==> src/rtl/pc_plus4_pkg.sv <==
// -----------------------------------------------------------------------------
// pc_plus4_pkg
// Shared constants for sequential-address generation. Reused by the fetch and
// branch units so that every PC+increment in the core agrees on width and step.
//   XLEN_DEFAULT : default program-counter width in bits
//   PC_INC       : sequential instruction step in bytes
// -----------------------------------------------------------------------------
package pc_plus4_pkg;

   localparam int XLEN_DEFAULT = 32;
   localparam int PC_INC       = 4;

endpackage : pc_plus4_pkg

==> src/rtl/pc_plus4_unit.sv <==
// -----------------------------------------------------------------------------
// pc_plus4_unit
// Sequential-address generator for the fetch path. Produces pc + INC with zero
// latency for the next-PC select mux, plus a registered copy with wrap and
// alignment status for pipeline and debug consumers.
//
// Ports:
//   clk          in   rising-edge clock for the registered outputs
//   rst          in   synchronous, active-high reset (registered outputs only)
//   pc           in   current program counter
//   pc_valid     in   qualifies pc for the registered stage
//   pc_plus4     out  combinational pc + INC, modulo 2^XLEN
//   wrap         out  combinational carry-out of pc + INC
//   misaligned   out  combinational, set when pc[1:0] != 0
//   pc_q         out  registered pc
//   pc_plus4_q   out  registered pc_plus4
//   wrap_q       out  registered wrap
//   misaligned_q out  registered misaligned
//   valid_q      out  registered pc_valid
// -----------------------------------------------------------------------------
module pc_plus4_unit
   import pc_plus4_pkg::*;
#(
   parameter int XLEN = XLEN_DEFAULT,
   parameter int INC  = PC_INC
) (
   input  logic            clk,
   input  logic            rst,
   input  logic [XLEN-1:0] pc,
   input  logic            pc_valid,
   output logic [XLEN-1:0] pc_plus4,
   output logic            wrap,
   output logic            misaligned,
   output logic [XLEN-1:0] pc_q,
   output logic [XLEN-1:0] pc_plus4_q,
   output logic            wrap_q,
   output logic            misaligned_q,
   output logic            valid_q
);

   // One extra bit on the sum captures the carry-out that becomes wrap.
   logic [XLEN:0] sum_full;

   assign sum_full   = {1'b0, pc} + (XLEN+1)'(INC);
   assign pc_plus4   = sum_full[XLEN-1:0];
   assign wrap       = sum_full[XLEN];
   // Flag only: a misaligned pc is still incremented normally.
   assign misaligned = |pc[1:0];

   // NOTE: sequential state uses non-blocking assignments so every register
   // samples the pre-edge values regardless of statement order.
   always_ff @(posedge clk) begin
      if (rst) begin
         pc_q         <= '0;
         pc_plus4_q   <= '0;
         wrap_q       <= 1'b0;
         misaligned_q <= 1'b0;
         valid_q      <= 1'b0;
      end else if (pc_valid) begin
         pc_q         <= pc;
         pc_plus4_q   <= pc_plus4;
         wrap_q       <= wrap;
         misaligned_q <= misaligned;
         valid_q      <= 1'b1;
      end else begin
         // Data registers hold their last captured values; only valid drops.
         valid_q      <= 1'b0;
      end
   end

endmodule : pc_plus4_unit

==> config.mk <==
export PLATFORM = sky130hd
export DESIGN_NAME = pc_plus4_unit
export DESIGN_NICKNAME = d
export VERILOG_FILES = /design/src/rtl/pc_plus4_pkg.sv /design/src/rtl/pc_plus4_unit.sv
export SDC_FILE = /design/constraint.sdc
export NUM_CORES = 1
export LEC_CHECK = 0
export CAP_MARGIN = 5
export CORE_MARGIN = 2
export CORE_UTILIZATION = 60
export DETAILED_ROUTE_END_ITERATION = 6
export DONT_BUFFER_PORTS = 1
export PLACE_DENSITY = 0.76
export SKIP_LAST_GASP = 1
export SLEW_MARGIN = 20
export SYNTH_ARGS = -nofsm -noshare
export SYNTH_HDL_FRONTEND = slang
export SYNTH_SLANG_ARGS = --single-unit
==> constraint.sdc <==
create_clock -name clk -period 4.82 [get_ports clk]
set_input_delay 1.446 -clock clk [delete_from_list [all_inputs] [get_ports clk]]
set_output_delay 1.446 -clock clk [all_outputs]
set_load 0.03 [all_outputs]
==> results_tabular.tex <==
\begin{tabular}{lr}
\hline
Metric & Value \\
\hline
\multicolumn{2}{l}{\textbf{Worst setup path}} \\
Required time of the critical path & between 3 and 4 ns \\
Slowest cell delay on critical path & 0.63 ns \\
Launching element of the worst setup path & pc[16] \\
Chain of cells forming the critical path & nand4\_2 > or4\_4 > or4\_1 > nand2\_1 \\
Worst-path cell with the longest stage delay & or4\_4 \\
Largest fanout on the critical path & 11 \\
CP endpoint kind & output pin \\
Reg2Reg Depth & 2 \\
Critical path data arrival time & slightly above 3 ns \\
FF-to-FF setup slack & roughly 3.8 ns \\
Critical path type & in -> out \\
Reg-to-reg startpoint & pc\_q[1] \\
Worst r2r dst & pc\_q[1] \\
Crit path launch type & input port \\
\multicolumn{2}{l}{\textbf{STA}} \\
Worst Clk Skew & 0 ns \\
Final period demand of the worst path & 4.50 ns \\
Crit share post-route & 93.5\% \\
Maximum clock frequency & between 200 and 250 MHz \\
Number of max-slew violations in the final report & 0 \\
Final TNS setup & 0 ns \\
Actual transition at the worst max-transition pin & 0.804 ns \\
Slew headroom & 46.0\% \\
Total setup violations reported at the end of the flow & 0 \\
Final Hold Fails & 0 \\
Unrepaired setup endpoints after global routing & no \\
\multicolumn{2}{l}{\textbf{Global routing}} \\
Global-route congestion overflow total & 0 \\
Via count of the first global-routing pass & 2563 \\
First-pass GRT wire length & 12800 µm \\
All-layer global routing usage & 27.4\% \\
Initial antenna violation count & 0 \\
Maximum number of pins on one net before global-route repair & just under 80 \\
\multicolumn{2}{l}{\textbf{Pwr}} \\
Switching share of power & 26.3\% \\
Proportion of power drawn by combinational gates & 9.0\% \\
Pwr Density & 411 mW/mm² \\
Cell leakage power & 0.00145 µW \\
Internal power & 1050 µW \\
Worst IR Drop VDD & 257 µV \\
Clk pwr share & between 40\% and 50\% \\
Power spent charging and discharging nets & 374 µW \\
Proportion of power drawn by flip-flops and latches & 46.8\% \\
\multicolumn{2}{l}{\textbf{Cells and area}} \\
Number of antenna diodes & 0 \\
Most frequent standard cell in the layout excluding fill and tap cells & nor2\_1 \\
Finished Layout Cells & about 440 \\
Synthesis-to-layout area growth & 11.4\% \\
Fraction of layout cells with a size suffix above 1 & 11.9\% \\
Final core occ & approximately 69\% \\
Most frequent cells in the layout & nor2\_1, dfxtp\_1, mux2i\_1 \\
Fill cell instance count of the final layout & 414 \\
Number of nets in the final layout & 400 \\
\multicolumn{2}{l}{\textbf{Clock network}} \\
Maximum buffer depth of the clock tree & 2 \\
Clk Tree Root Cell & clkbuf\_8 \\
CTS tree & done \\
Hold bufs inserted after CTS & 0 \\
Resized cells post-CTS & 0 \\
Number of clock sinks seen by CTS & 65 \\
Post-CTS Repair Setup Buffers & 0 \\
Total CTS buffers & 9 \\
Max H-tree Level & 3 \\
Clock-pin transition on the worst setup and hold timing paths & 0.07 ns \\
Source-to-sink clock delay at the later pin of the worst-skew pair & 0.34 ns \\
\multicolumn{2}{l}{\textbf{Drt}} \\
Remaining routing DRC violations & 0 \\
Detailed-routing iteration count for the pre-antenna-repair pass & 4 \\
Vias after detailed routing & 2656 \\
Number of nets with antenna violations after routing & 0 \\
Met3 wirelength from detailed routing & approximately 750 µm \\
Met2 Routed Length & 3700 µm \\
Per-cell routed wire length & 17.6 µm \\
Detailed Route WL & 7740 µm \\
Via density per instance & slightly above 6 \\
M1 wire length & 3180 µm \\
DRT iter0 DRCs & 136 \\
Top Layer Used & met4 \\
\multicolumn{2}{l}{\textbf{Synthesis}} \\
Synth warn & 0 \\
Synth Net Count & 403 \\
Area share of fa/ha/maj cells after synthesis & less than 1\% \\
Cell Area, Synth & between 0.003 and 0.004 mm² \\
Fraction of synthesized cell area in xor and xnor cells & 4.51\% \\
Main combinational cell family by area after synthesis & simple AND/OR/NAND/NOR gates \\
Leading register cell type out of synthesis & dfxtp\_1 \\
Number of synthesized flops with an enable pin & 0 \\
Synth Register Bits & 65 \\
Synthesized area per cell & 8.47 µm² \\
Number of distinct library cell variants in the gate-level netlist after synthesis & 35 \\
Register area share after synthesis & 41.9\% \\
Post-synthesis share of cell area spent on and, or, nand and nor gates & approximately a quarter \\
Post-synthesis compound-gate area fraction & 10.4\% \\
Cell count after synthesis & around 370 \\
Share of async-settable or async-resettable flops after synthesis & 0\% \\
Share of cell area taken by muxes after synthesis & 10.6\% \\
\multicolumn{2}{l}{\textbf{Floorplan}} \\
Die outline area & roughly 0.0058 mm² \\
Height of the chip & around 76 µm \\
Core area & 0.00504 mm² \\
Top Ports & 136 \\
Die outline width & 76.0 µm \\
Cell row count & 26 \\
Initial Util & 61.6\% \\
\multicolumn{2}{l}{\textbf{Hold path}} \\
Type of the tightest min-delay check & reg -> reg \\
Hold Path End & pc\_q[31] \\
Hold Path Depth & 2 \\
Hold wc startpoint & pc\_q[31] \\
\multicolumn{2}{l}{\textbf{Outcome}} \\
Status & complete, no violations \\
\multicolumn{2}{l}{\textbf{Run}} \\
Max Cap Viol & 0 \\
\multicolumn{2}{l}{\textbf{Placed design}} \\
Final GP Congestion & 0.848 \\
Post-detail-place hpwl & 5450 µm \\
Placed cell count & $\sim$420 \\
Count of buffers from port buffering & 0 \\
\hline
\end{tabular}
## power by group through the flow
stage	Clock, µW	Combinational, µW	Sequential (µW)
after floorplan	0	135	669
after global placement	0	127	678
after detailed placement	0	129	678
after CTS	638	130	666
after global routing	658	142	669
final	628	128	666
## registers in the layout, indices dropped and copies added (netlist names)
| register | flops |
|---|---|
| misaligned_q | 1 |
| pc_plus4_q | 30 |
| pc_q | 32 |
| valid_q | 1 |
| wrap_q | 1 |
## kinds of logic (layout without fill, tap and decap cells)
| logic type | after synthesis | count (layout) |
|---|---|---|
| fa+ha+maj | 1 | 1 |
| flops | 65 | 65 |
| simple gates | 171 | 171 |
| mux | 33 | 33 |
| compound gates | 41 | 41 |
| xor+xnor | 16 | 16 |
| buf+inv | 40 | 42 |
## synth_stat cells, types with 4 or more instances
master	number	area share, %
a311oi_1	12	3.4
and4_1	6	1.7
buf_4	4	0.97
clkbuf_1	24	2.9
dfxtp_1	65	42
inv_1	9	1.1
mux2i_1	33	11
nand2_1	27	3.3
nand3_1	16	2.6
nand4_1	12	2.4
nor2_1	74	8.9
nor3_1	8	1.3
nor4_1	8	1.6
o21a_1	8	1.9
o21ai_0	5	0.81
o31ai_1	5	1.2
or2_2	4	0.81
or4_1	6	1.4
xnor2_1	8	2.3
xor2_1	8	2.3
## through the flow
step	worst slack, ns	cell area, µm²	total power (µW)	hold slack (ns)
detailed placement	0.337	3180	807	0.619
floorplan	0.233	3110	804	0.595
finish	0.315	3460	1420	0.623
CTS	0.329	3460	1430	0.629
global route	0.287	3460	1470	0.648
global placement	0.340	3180	805	0.613
## critical path, delay by kind of cell
kind             cells  cell delay (ns)
and+or+nand+nor      4             1.62
## worst max path at each step
stage | to | slack (ns) | cells past startpoint
after global placement | pc_plus4[30] | 0.34 | 4
after floorplan | pc_plus4[29] | 0.23 | 6
after CTS | pc_plus4[30] | 0.33 | 4
after detailed placement | pc_plus4[30] | 0.34 | 4
final | pc_plus4[30] | 0.32 | 4
after global routing | pc_plus4[30] | 0.29 | 4
## metal layers
layer / vias to the layer above / GRT usage (%)
met5: - / 0
li1: 1286 / -
met3: 13 / 8.81
met4: 0 / 11.3
met2: 110 / 44.2
met1: 1247 / 33.9
## final cells by class
cell class / count / area, µm² / area share [%]
multi-input cells: 262 / 1630 / 47.2
flip-flops and latches: 65 / 1300 / 37.6
clock buffers: 11 / 151 / 4.38
repair buffers: 17 / 128 / 3.69
clock inverters: 5 / 125 / 3.62
well taps: 70 / 87.6 / 2.53
inverters: 9 / 33.8 / 0.976
No activity file was read; power rests on OpenSTA's default activity.
